==> src/rtl/gobang_pkg.sv <==
// Shared GoBang encodings: cell contents, player identity and board geometry defaults.
package gobang_pkg;

    typedef logic [1:0] cell_t;

    localparam cell_t CELL_EMPTY = 2'd0;
    localparam cell_t CELL_BLACK = 2'd1;
    localparam cell_t CELL_WHITE = 2'd2;

    localparam logic PLAYER_BLACK = 1'b0;
    localparam logic PLAYER_WHITE = 1'b1;

    localparam int GB_BOARD_DIM = 15;
    localparam int GB_COORD_W   = 4;

endpackage

==> src/rtl/pointer_datapath_btn_edge.sv <==
// Button rise detector: registers the level once and flags level & ~level_q.
module btn_edge (
    input  logic clock,
    input  logic reset,
    input  logic level,
    output logic rise
);

    logic level_q;

    // Previous-cycle copy of the button level.
    always_ff @(posedge clock or posedge reset) begin
        if (reset) begin
            level_q <= 1'b0;
        end else begin
            level_q <= level;
        end
    end

    assign rise = level & ~level_q;

endmodule

==> src/rtl/pointer_datapath.sv <==
// GoBang pointer/player datapath: cursor movement with edge clamping, put
// legality capture, single-cycle board write strobe and player turnover.
// Optional build macro POINTER_AUTOREPEAT_EN adds hold-to-repeat movement.
module pointer_datapath
    import gobang_pkg::*;
#(
    parameter int BOARD_DIM = GB_BOARD_DIM,
    parameter int COORD_W   = GB_COORD_W
`ifdef POINTER_AUTOREPEAT_EN
    ,
    parameter int REPEAT_CYCLES = 12500000
`endif
) (
    input  logic               clock,
    input  logic               reset,
    input  logic               move_up,
    input  logic               move_down,
    input  logic               move_left,
    input  logic               move_right,
    input  logic               put,
    input  logic               change_turn,
    input  logic               change_able_read,
    input  logic               control_set,
    input  logic [1:0]         cell_rd_data,
    output logic [COORD_W-1:0] ptr_x,
    output logic [COORD_W-1:0] ptr_y,
    output logic               player,
    output logic               legal_put,
    output logic               wr_en,
    output logic [COORD_W-1:0] wr_x,
    output logic [COORD_W-1:0] wr_y,
    output logic [1:0]         wr_data
);

    localparam logic [COORD_W-1:0] CENTRE   = COORD_W'(BOARD_DIM / 2);
    localparam logic [COORD_W-1:0] EDGE_MAX = COORD_W'(BOARD_DIM - 1);
    localparam logic [COORD_W-1:0] ONE      = COORD_W'(1);

    logic up_rise, down_rise, left_rise, right_rise, put_rise;
    logic req_up, req_down, req_left, req_right;
    logic put_capture, cell_empty, move_ok;
    logic [COORD_W-1:0] next_x, next_y;

    btn_edge u_edge_up    (.clock(clock), .reset(reset), .level(move_up),    .rise(up_rise));
    btn_edge u_edge_down  (.clock(clock), .reset(reset), .level(move_down),  .rise(down_rise));
    btn_edge u_edge_left  (.clock(clock), .reset(reset), .level(move_left),  .rise(left_rise));
    btn_edge u_edge_right (.clock(clock), .reset(reset), .level(move_right), .rise(right_rise));
    btn_edge u_edge_put   (.clock(clock), .reset(reset), .level(put),        .rise(put_rise));

    assign put_capture = change_able_read & put_rise;
    assign cell_empty  = (cell_rd_data == CELL_EMPTY);
    // A put in the same cycle pins the pointer so the write uses the pre-move cell.
    assign move_ok     = change_able_read & ~put_capture;

`ifdef POINTER_AUTOREPEAT_EN
    localparam int RW = $clog2(REPEAT_CYCLES + 1);
    localparam logic [RW-1:0] REP_LOAD = RW'(REPEAT_CYCLES - 1);

    logic [RW-1:0] rep_cnt;
    logic          any_rise, held_single, rep_fire;

    assign any_rise    = up_rise | down_rise | left_rise | right_rise;
    assign held_single = change_able_read & $onehot({move_up, move_down, move_left, move_right});
    assign rep_fire    = held_single & ~any_rise & (rep_cnt == '0);

    // Repeat down-counter: reloads on any new press, release or re-centre, fires at zero.
    always_ff @(posedge clock or posedge reset) begin
        if (reset) begin
            rep_cnt <= REP_LOAD;
        end else if (any_rise | ~held_single | control_set) begin
            rep_cnt <= REP_LOAD;
        end else if (rep_cnt == '0) begin
            rep_cnt <= REP_LOAD;
        end else begin
            rep_cnt <= rep_cnt - RW'(1);
        end
    end

    assign req_up    = up_rise    | (rep_fire & move_up);
    assign req_down  = down_rise  | (rep_fire & move_down);
    assign req_left  = left_rise  | (rep_fire & move_left);
    assign req_right = right_rise | (rep_fire & move_right);
`else
    assign req_up    = up_rise;
    assign req_down  = down_rise;
    assign req_left  = left_rise;
    assign req_right = right_rise;
`endif

    // Next pointer: re-centre wins, else one clamped step with up > down > left > right.
    always_comb begin
        next_x = ptr_x;
        next_y = ptr_y;
        if (control_set) begin
            next_x = CENTRE;
            next_y = CENTRE;
        end else if (move_ok) begin
            if (req_up) begin
                if (ptr_y != '0) next_y = ptr_y - ONE;
            end else if (req_down) begin
                if (ptr_y != EDGE_MAX) next_y = ptr_y + ONE;
            end else if (req_left) begin
                if (ptr_x != '0) next_x = ptr_x - ONE;
            end else if (req_right) begin
                if (ptr_x != EDGE_MAX) next_x = ptr_x + ONE;
            end
        end
    end

    // Pointer register.
    always_ff @(posedge clock or posedge reset) begin
        if (reset) begin
            ptr_x <= CENTRE;
            ptr_y <= CENTRE;
        end else begin
            ptr_x <= next_x;
            ptr_y <= next_y;
        end
    end

    // Player turnover and put legality; a capture overrides a same-cycle clear.
    always_ff @(posedge clock or posedge reset) begin
        if (reset) begin
            player    <= PLAYER_BLACK;
            legal_put <= 1'b0;
        end else begin
            if (change_turn) begin
                if (legal_put) player <= ~player;
                legal_put <= 1'b0;
            end
            if (put_capture) legal_put <= cell_empty;
        end
    end

    // Board write request: one-cycle strobe, address/data held until the next write.
    always_ff @(posedge clock or posedge reset) begin
        if (reset) begin
            wr_en   <= 1'b0;
            wr_x    <= '0;
            wr_y    <= '0;
            wr_data <= CELL_EMPTY;
        end else begin
            wr_en <= put_capture & cell_empty;
            if (put_capture & cell_empty) begin
                wr_x    <= ptr_x;
                wr_y    <= ptr_y;
                wr_data <= (player == PLAYER_WHITE) ? CELL_WHITE : CELL_BLACK;
            end
        end
    end

endmodule

==> config.mk <==
export PLATFORM = sky130hd
export DESIGN_NAME = pointer_datapath
export DESIGN_NICKNAME = d
export VERILOG_FILES = /design/src/rtl/gobang_pkg.sv /design/src/rtl/pointer_datapath_btn_edge.sv /design/src/rtl/pointer_datapath.sv
export SDC_FILE = /design/constraint.sdc
export NUM_CORES = 1
export LEC_CHECK = 0
export BUFFER_PORTS_ARGS = -buffer_cell sky130_fd_sc_hd__buf_2
export CORE_AREA = 2 2 51 53
export DETAILED_ROUTE_END_ITERATION = 16
export DIE_AREA = 0 0 53 55
export GPL_TIMING_DRIVEN = 0
export PLACE_DENSITY = 0.79
export SYNTH_ARGS = -nofsm -noshare
export SYNTH_HDL_FRONTEND = slang
export SYNTH_SLANG_ARGS = --single-unit
==> constraint.sdc <==
create_clock -name clock -period 3.2 [get_ports clock]
set_input_delay 0.64 -clock clock [delete_from_list [all_inputs] [get_ports clock]]
set_output_delay 0.64 -clock clock [all_outputs]
set_load 0.01 [all_outputs]
# After elaboration in Yosys (flattened, before gate mapping)
# Cells that the tools add are included.
dict set report op_classes {
  n_addsub 4
  mul 0
  n_div 0
  n_lt_le_gt_ge 0
  eq_ne 6
  shifts 0
  n_mux 17
  bitwise 15
  reduce_logical 12
}
# operator count
set ops {}
lappend ops {{$mux 4} 14}
lappend ops {{$reduce_bool 3->1} 4}
lappend ops {{$add 4x1->4 const B} 2}
lappend ops {{$and 1x1->1} 8}
lappend ops {{$ne 4x4->1 const B} 2}
lappend ops {{$reduce_bool 4->1} 2}
lappend ops {{$sub 4x1->4 const B} 2}
lappend ops {{$not 1->1} 7}
lappend ops {{$ne 3x2->1 const B} 2}
lappend ops {{$reduce_and 6->1} 1}
lappend ops {{$ne 2x2->1 const B} 2}
lappend ops {{$reduce_and 4->1} 1}
lappend ops {{$reduce_bool 2->1} 2}
lappend ops {{$logic_not 2->1} 1}
lappend ops {{$mux 1} 2}
lappend ops {{$mux 2} 1}
lappend ops {{$reduce_and 2->1} 1}
dict set report word_totals {
  reg_bits 26
  latchBits 0
  ramBits 0
  romBits 0
  inputBits 12
  wordCells 67
  memories 0
}

# Longest topological paths before layout
# Gate-level depths: netlist of run 1.
dict set report depth {
  depth_word 8
  mapped_depth 8
  depth_no_buf 7
}

# By module
# Synthesis of run 1 repeated with hierarchy kept, for this count alone.
dict set report hier_totals {
  hier_cells 115
  hier_area_um2 1336.3
}
# module n_inst cells_per_inst area_each_um2
set modules_own_cells {}
lappend modules_own_cells {pointer_datapath 1 100 1123.6}
lappend modules_own_cells {btn_edge 5 3 42.5}

# Worst setup path after synthesis of run 1
# OpenSTA, ideal clock, no wires.
dict set report synth_timing {
  kind {in2reg}
  from {input port move_left}
  to {register ptr_x[2]}
  setup_ps 64
  t_arrival_ps 1783
  slack_ps 1353
  path_stages 8
  path_buffers 1
  path_cell_list {nand2b_4 buf_6 xnor2_1 ha_1 nor2_1 mux2i_1 or4_1 nand3_1}
}
dict set report synth_via {
  elab_chain_len 6
  elab_cells_between_ends 10
  classes_between {eq/ne: 1; mux: 5; bitwise: 1; reduce/logical: 3}
}
# item line_no
set synth_rtl {}
lappend synth_rtl {{start, declared} pointer_datapath.sv:18} ;# input logic move_left,
lappend synth_rtl {{$and 1x1->1 *} pointer_datapath_btn_edge.sv:20} ;# assign rise = level & ~level_q;
lappend synth_rtl {{$mux 4} pointer_datapath.sv:102} ;# end else if (req_left) begin
lappend synth_rtl {{$mux 4} pointer_datapath.sv:100} ;# end else if (req_down) begin
lappend synth_rtl {{$mux 4} pointer_datapath.sv:98} ;# if (req_up) begin
lappend synth_rtl {{$mux 4} pointer_datapath.sv:97} ;# end else if (move_ok) begin
lappend synth_rtl {{$mux 4} pointer_datapath.sv:94} ;# if (control_set) begin
lappend synth_rtl {{end signal, assigned} pointer_datapath.sv:116} ;# ptr_x <= next_x;
lappend synth_rtl {{end, declared} pointer_datapath.sv:25} ;# output logic [COORD_W-1:0] ptr_x,
# Mark *: on every way between the ends. The rest lies on a longest branch, timed or not. The select of a mux whose other input is x is not followed.
# A chain may end at the register's enable or synchronous reset.

# Worst setup path after layout of run 1
dict set report layout_timing {
  from {register u_edge_left.level_q}
  to {register ptr_x[3]}
}
dict set report layout_via {
  elab_chain_len 7
  elab_cells_between_ends 11
  classes_between {eq/ne: 1; mux: 5; bitwise: 2; reduce/logical: 3}
}
# item line_no
set layout_rtl {}
lappend layout_rtl {{start, declared} pointer_datapath_btn_edge.sv:9} ;# logic level_q;
lappend layout_rtl {{start signal, assigned} pointer_datapath_btn_edge.sv:16} ;# level_q <= level;
lappend layout_rtl {{$not 1->1 *} pointer_datapath_btn_edge.sv:20}
lappend layout_rtl {{$and 1x1->1 *} pointer_datapath_btn_edge.sv:20}
lappend layout_rtl {{$mux 4} pointer_datapath.sv:102}
lappend layout_rtl {{$mux 4} pointer_datapath.sv:100}
lappend layout_rtl {{$mux 4} pointer_datapath.sv:98}
lappend layout_rtl {{$mux 4} pointer_datapath.sv:97}
lappend layout_rtl {{$mux 4} pointer_datapath.sv:94}
# Marks and branches as above.

==> impl_results.md, run 1 <==
- Largest net degree at the start of global routing: 27
- Critical path arrival: between 2 and 2.5 ns
- H-tree levels: 1
- Core Footprint: between 2000 and 2500 sq um
- DR vias/cell: 5.25
- Clk slew on worst S/H paths: between 0.1 and 0.15 ns
- Total number of vias: between 900 and 1,000
- Layout cells sized above 1: 30.0%
- Worst vdd ir: 0.000265 V
- Post-synth top flop: dfrtp_1
- Initial Util: 51.5%
- Iter 0 DRT Violations: 25
- Layout area overhead: 19.2%
- # port buffers: 32
- Post-route ant nets: 0
- RD Place Congestion: between 0.8 and 0.9
- Top cell type's share of synthesized area: 41.1%
- Synth warnings: 0
- DRC errors left: 0
- Placement Cell Area: about 1400 sq um
- Placed insts: approximately 190
- Final Max Tran Viols: 0
- Avg Inst Size Synth: 9.82 sq um
- Max-Cap Viols: 0
- Die ar.: between 2000 and 3000 sq um
- Crit path kind: reg -> reg
- Max Fclk: roughly 550 MHz
- Synth cell types: 34
- Synth top area cells: dfrtp_1, dfstp_2, nand2_1
- Total gr overflow: 0
- Tot Pwr: ~740 uW
- Slowest-stage cell, CP: or4_1
- IO Pins: 33
- Number of clock sinks: 26
- Worst path required time: ~3.5 ns
- Critical path endpoint category: flop
- Synth Register Bits: 26
- # hold bufs at CTS: 0
- R2r endpoint: ptr_x[3]$_DFFE_PP0P_
- Die H: around 55 um
- Root Driver: clkbuf_4
- Min-delay src: move_right
- ANT cells: 0
- Power density cells: a little over 500 nW/um^2
- Most common cell in the synthesized netlist: nand2_1
- Resize count post-CTS: 0
- Tightest Pin Transition: approximately 0.94 ns
- Relative slew slack: between 30% and 40%
- EDFF count, synth: 0
- Nets: approximately 180
- Chip Width: 53 um
- CTS tree: done
- All-Layer GR Usage: 18.7%
- Crit share post-route: approximately 56%
- Worst R2R Start: u_edge_left.level_q$_DFF_PP0_
- Vias in the first global route: 948
- CP peak stage delay: between 0.5 and 0.6 ns
- Clock latency on the worst-skew pair: ~0.32 ns
- Cells on worst reg2reg path: 6
- Crit start category: flop
- CTS Buf Count: 3
- Status: completed
- Syn Inst Count: roughly 120
- Pleak: around 0.00072 uW
- Hold Crit Class: in -> reg
- Critical-path maximum fanout: 8
- Post-Route WL: about 2400 um
- Syn nets: 138
- Setup violations, final: 0
- Final WS setup: 1.39 ns
- Hold Path Stages: 1
- Clock buffer depth: 2
- Worst R2R Setup Slack: between 1 and 1.5 ns
- Initial antenna violation count: 0
- Fin cells: between 150 and 200
- Std cell rows: 18
- Post-synth top cells: nand2_1, dfrtp_1, dfstp_2, o21ai_0
- Skew final: approximately 0.0056 ns
- Dpl ws: 1.10 ns
- Fin crit period: between 1.5 and 2 ns
- RSZ-0062 raised after global routing: no
- Crit path cell chain: nand2b_4 > buf_6 > o21ai_0 > nand4_2 > or4_1 > a21oi_1
- Synth area leader: dfrtp_1
- Final Hold Vio Count: 0
- Worst hold path endpoint: u_edge_right.level_q$_DFF_PP0_
- Register area share after synthesis: between 50% and 60%
- Router iterations before antenna repair: 5
- First-pass GRT wire length: 3950 um
- Mapped Area: approximately 1200 sq um
- Setup TNS: 0 ns
- Wire length per cell: approximately 13 um
- Post-DP HPWL: between 1500 and 2000 um
- Setup bufs post-CTS: 0
- Post-Layout Inst Area: 1450 sq um
- Asr flop ratio synth: 100%
==> cell type report <==
| class | instances | area, sq um |
|---|---|---|
| Fill cell | 215 | 913 |
| Sequential cell | 26 | 658 |
| Multi-Input combinational cell | 88 | 513 |
| Timing Repair Buffer | 32 | 160 |
| Tap cell | 30 | 37.5 |
| Clock buffer | 4 | 36.3 |
| Buffer | 4 | 23.8 |
| Inverter | 6 | 22.5 |
==> power by group <==
part / switching (uW) / internal (uW)
clock network: 95.8 / 69.7
logic: 92.4 / 71.2
registers: 32.0 / 378
==> worst max path at each step <==
stage | from | cells after the start | to
global route | ptr_y[1]$_DFFE_PP1P_ | 7 | ptr_y[2]$_DFFE_PP1P_
global placement | move_left | 7 | ptr_x[3]$_DFFE_PP0P_
CTS | u_edge_left.level_q$_DFF_PP0_ | 6 | ptr_x[3]$_DFFE_PP0P_
floorplan | move_left | 8 | ptr_x[2]$_DFFE_PP1P_
detailed placement | move_left | 7 | ptr_x[3]$_DFFE_PP0P_
finish | u_edge_left.level_q$_DFF_PP0_ | 6 | ptr_x[3]$_DFFE_PP0P_
==> cell families after synthesis <==
kind of cell             Yosys count  share of synthesized area, %
AO/OA/AOI/OAI                     20                          11.1
XOR/XNOR                           3                          2.16
adder cells (fa/ha/maj)            2                          2.06
buffers and inverters             10                          3.80
flip-flops                        26                          54.1
multiplexers                       2                          1.64
AND/OR/NAND/NOR                   61                          25.2
==> per-stage QoR <==
stage          hold WS (ns)  utilization [%]
2_1_floorplan         0.512                -
4_1_cts               0.414             61.4
6_report              0.424             61.4
3_3_place_gp          0.454             59.8
3_5_place_dp          0.463             59.8
5_1_grt               0.419             61.4
==> worst max-delay path: cells and delay by family (launching register included) <==
kind	cells	cell delay, ns
flip-flops	1	0.39
buffers and inverters	1	0.12
AND/OR/NAND/NOR	3	0.92
AO/OA/AOI/OAI	2	0.29
==> state kept, by name, indices dropped and copies added, names as in the netlist <==
signal and flops:
wr_en 1, wr_y 4, u_edge_up.level_q 1, legal_put 1
ptr_y 4, u_edge_put.level_q 1, u_edge_left.level_q 1, wr_data 2
ptr_x 4, u_edge_down.level_q 1, player 1, wr_x 4
u_edge_right.level_q 1
==> layout by cell type, fill, tap and decap left out, drive strengths merged <==
cell type / instances
inv: 5
nor3: 4
nand2b: 3
and3: 1
o21bai: 1
nor2b: 3
nand4: 2
nor2: 5
clkinv: 1
nor4: 1
dfrtp: 20
clkbuf: 6
and2: 1
dfstp: 6
nand3: 2
o21ai: 6
mux2i: 2
o311ai: 1
nand2: 33
or4: 4
buf: 34
a211o: 2
o211ai: 1
xnor2: 3
o21a: 1
ha: 2
a21oi: 6
o31ai: 2
nor4b: 2
==> routing by layer <==
layer / share of wire (%) / up-vias / global-route usage, %
li1: - / 495 / -
met2: 50 / 38 / 36.0
met5: 0 / - / 0
met3: 5.7 / 4 / 2.69
met1: 42 / 460 / 20.7
met4: 1.5 / 0 / 7.69
No activity file was read; power rests on OpenSTA's default activity.
==> run 2: changes to the inputs <==
--- a/config.mk
+++ b/config.mk
@@ -5,12 +5,13 @@
 export SDC_FILE = /design/constraint.sdc
 export NUM_CORES = 1
 export LEC_CHECK = 0
+export ABC_AREA = 1
 export BUFFER_PORTS_ARGS = -buffer_cell sky130_fd_sc_hd__buf_2
-export CORE_AREA = 2 2 51 53
+export CORE_AREA = 2 2 57 59
 export DETAILED_ROUTE_END_ITERATION = 16
-export DIE_AREA = 0 0 53 55
+export DIE_AREA = 0 0 59 61
 export GPL_TIMING_DRIVEN = 0
-export PLACE_DENSITY = 0.79
+export PLACE_DENSITY = 0.72
 export SYNTH_ARGS = -nofsm -noshare
 export SYNTH_HDL_FRONTEND = slang
 export SYNTH_SLANG_ARGS = --single-unit
==> constraint.sdc (replaced) <==
create_clock -name clock -period 1.48 [get_ports clock]
set_input_delay 0.296 -clock clock [delete_from_list [all_inputs] [get_ports clock]]
set_output_delay 0.296 -clock clock [all_outputs]
set_load 0.01 [all_outputs]
==> impl_results.md, run 2 <==
- Asr flop ratio synth: 100% (unchanged)
- CTS Buf Count: 3 (unchanged)
- Global Route met1 Usage: 20.5% (-0.15 points)
- All-Layer GR Usage: 15.5% (-3.2 points)
- Slowest-stage cell, CP: dfstp_2
- Crit start category: flop
- Post-Route WL: 2720 um (+12%)
- Die ar.: 3600 sq um (+23%)
- Crit path kind: reg -> reg
- Crit path cell chain: nand2_2 > nand2_2 > inv_2 > ha_2 > inv_2 > nand2_2 > xnor2_1 > o21ai_2 > o21ai_2
- Tightest Pin Transition: 0.997 ns (+0.0547 ns)
- Largest net degree at the start of global routing: 27 (unchanged)
- Setup violations, final: 0 (unchanged)
- Total gr overflow: 0 (unchanged)
- Worst R2R Start: ptr_x[1]$_DFFE_PP1P_
- Skew final: 0.00149 ns (-0.00415 ns)
- Synth Register Bits: 26 (unchanged)
- Post-DP HPWL: 1900 um (+3.9%)
- Router iterations before antenna repair: 4 (-1)
- CP peak stage delay: 0.61 ns (+0.08 ns)
- First-pass GRT wire length: 4250 um (+7.7%)
- Placement Cell Area: 1540 sq um (+8.8%)
- Most common cell in the synthesized netlist: nand2_1
- Top cell type's share of synthesized area: 37.3% (-3.8 points)
- Post-synth top cells: nand2_1, inv_1, dfrtp_1
- EDFF count, synth: 0 (unchanged)
- Die H: 61 um (+11%)
- Fin cells: 242 (+27%)
- H-tree levels: 1 (unchanged)
- Post-route ant nets: 0 (unchanged)
- Most used cell, CP: nand2_2
- Max-Cap Viols: 0 (unchanged)
- Worst path required time: 1.75 ns (-1.70 ns)
- Initial antenna violation count: 0 (unchanged)
- Layout area overhead: 23.4%
- Initial Util: 45.5% (-6.0 points)
- Synth top area cells: dfrtp_1, nand2_1, dfstp_2
- Pleak: 0.000938 uW (+31%)
- Hold Path Stages: 1 (unchanged)
- Register area share after synthesis: 49.0% (-5.0 points)
- M3 GR Usage: 2.77% (+0.084 points)
- Post-synth top flop: dfrtp_1
- Critical path arrival: 1.70 ns (-0.36 ns)
- Synth cell types: 25 (-26%)
- # hold bufs at CTS: 0 (unchanged)
- Status: completed
- Relative slew slack: 33.5% (-3.6 points)
- Post-Layout Inst Area: 1660 sq um (+14%)
- Fin crit period: 1.43 ns (-0.373 ns)
- Mapped Area: 1340 sq um (+10%)
- Vias in the first global route: 939 (-0.95%)
- Core Footprint: 2950 sq um (+25%)
- Worst hold path endpoint: u_edge_put.level_q$_DFF_PP0_
- Cells on worst reg2reg path: 9 (+3)
- Critical path endpoint category: flop
- CTS tree: done
- Met2 usage: 26.3% (-9.7 points)
- Number of clock sinks: 26 (unchanged)
- Root Driver: clkbuf_4
- Clk slew on worst S/H paths: 0.14 ns (about the same)
- Total number of vias: 1,172 (+18%)
- DR vias/cell: 4.84 (-7.7%)
- Worst R2R Setup Slack: 0.05 ns (-1.35 ns)
- Min-delay src: put
- Iter 0 DRT Violations: 29 (+16%)
- Chip Width: 59 um (+11%)
- Syn nets: 183 (+33%)
- Placed insts: 233 (+25%)
- Commonest non-fill, non-tap cell in the layout: nand2_1
- Power density cells: 1300 nW/um^2 (+160%)
- Final Hold Vio Count: 0 (unchanged)
- Layout cells sized above 1: 35.9% (+5.9 points)
- ANT cells: 0 (unchanged)
- Max Fclk: 697 MHz (+26%)
- Std cell rows: 20 (+2)
- RD Place Congestion: 0.802 (-4.7%)
- Global routing's busiest layer: met2
- R2r endpoint: ptr_x[2]$_DFFE_PP1P_
- # port buffers: 31 (-3.1%)
- Clock buffer depth: 2 (unchanged)
- Avg Inst Size Synth: 7.94 sq um (-19%)
- Nets: 224 (+28%)
- Critical-path maximum fanout: 4 (-4)
- Worst vdd ir: 0.000714 V (+170%)
- Clock latency on the worst-skew pair: 0.32 ns (about the same)
- Crit share post-route: 96.9% (+40 points)
- IO Pins: 33 (unchanged)
- Syn Inst Count: 169 (+36%)
- Wire length per cell: 11.2 um (-12%)
- Synth area leader: dfrtp_1
- Highest-count cells in the layout ignoring fill and taps: nand2_1, buf_2, inv_1
- FILL cells: 292 (+36%)
- Final Max Tran Viols: 0 (unchanged)
- Synth warnings: 0 (unchanged)
- Hold Crit Class: in -> reg
- DRC errors left: 0 (unchanged)
run 2: changes by cell type in the layout (fill, tap and decap cells not counted), sizes merged, moves of 4 or more:
cell and delta:
a21oi -4, buf +5, o21ai +15, inv +25, nand3 +7, or4 -4
nand2 +23, nor2 +6
run 2: stage by stage:
| stage | hold WS (ns) | util (%) | worst slack [ns] | total power (uW) | TNS (ns) |
|---|---|---|---|---|---|
| 6_report | 0.0838 | 56.1 | 0.0459 | 2160 | 0 |
| 5_1_grt | 0.0671 | 56.1 | -0.0313 | 2310 | -0.0500 |
| 4_1_cts | 0.0725 | 53.9 | 0.0304 | 2150 | 0 |
| 3_5_place_dp | 0.423 | 52.1 | -0.000875 | 1650 | -0.000875 |
| 3_3_place_gp | 0.420 | 52.1 | 0.0288 | 1640 | 0 |
| 2_1_floorplan | 0.327 | - | 0.118 | 1420 | 0 |
run 2: worst max-delay path, delay by kind of cell (launching register included):
family	cells	cell delay (ns)
flip-flops	1	0.61
AND/OR/NAND/NOR	3	0.21
AO/OA/AOI/OAI	2	0.20
adder cells (fa/ha/maj)	1	0.16
XOR/XNOR	1	0.13
buffers and inverters	2	0.09
run 2: worst max-delay path by stage:
stage / cells past startpoint / from / end
6_report: 9 / ptr_x[1]$_DFFE_PP1P_ / ptr_x[2]$_DFFE_PP1P_
5_1_grt: 9 / ptr_x[1]$_DFFE_PP1P_ / ptr_x[2]$_DFFE_PP1P_
4_1_cts: 11 / u_edge_up.level_q$_DFF_PP0_ / ptr_y[2]$_DFFE_PP1P_
3_5_place_dp: 12 / move_left / ptr_x[2]$_DFFE_PP1P_
3_3_place_gp: 12 / move_left / ptr_x[2]$_DFFE_PP1P_
2_1_floorplan: 9 / ptr_x[1]$_DFFE_PP1P_ / ptr_x[2]$_DFFE_PP1P_
run 2: layout make-up:
class,count,area (sq um),share of cell area (%)
multi-input cells,110,577,34.8
inverters,30,118,7.10
repair buffers,36,193,11.6
flip-flops and latches,26,658,39.7
plain buffers,3,17.5,1.06
clock inverters,1,30.0,1.81
well taps,33,41.3,2.49
clock buffers,3,22.5,1.36
run 2: logic make-up after synthesis:
group	share of synthesized area, %
simple gates	26.1
buf+inv	9.69
flops	49.0
compound gates	11.4
xor+xnor	1.96
fa+ha+maj	1.86
run 2: what timing repair did:
action	CTS	global route
setup endpoints to repair	0	2
gates resized for setup	0	11
buffers inserted	0	5
hold endpoints to repair	0	0
run 2: metal layers:
layer  up-vias  wire length, um
met4         0               12
met1       541             1250
met5         -                0
li1        610                -
met3         2               90
met2        19             1360
run 2: power by group:
part / internal [uW] / switching [uW] / leakage [uW]
Sequential: 879 / 129 / 0.000315
Combinational: 285 / 379 / 0.000594
Clock: 274 / 216 / 0.0000279
Total: 1440 / 724 / 0.000938
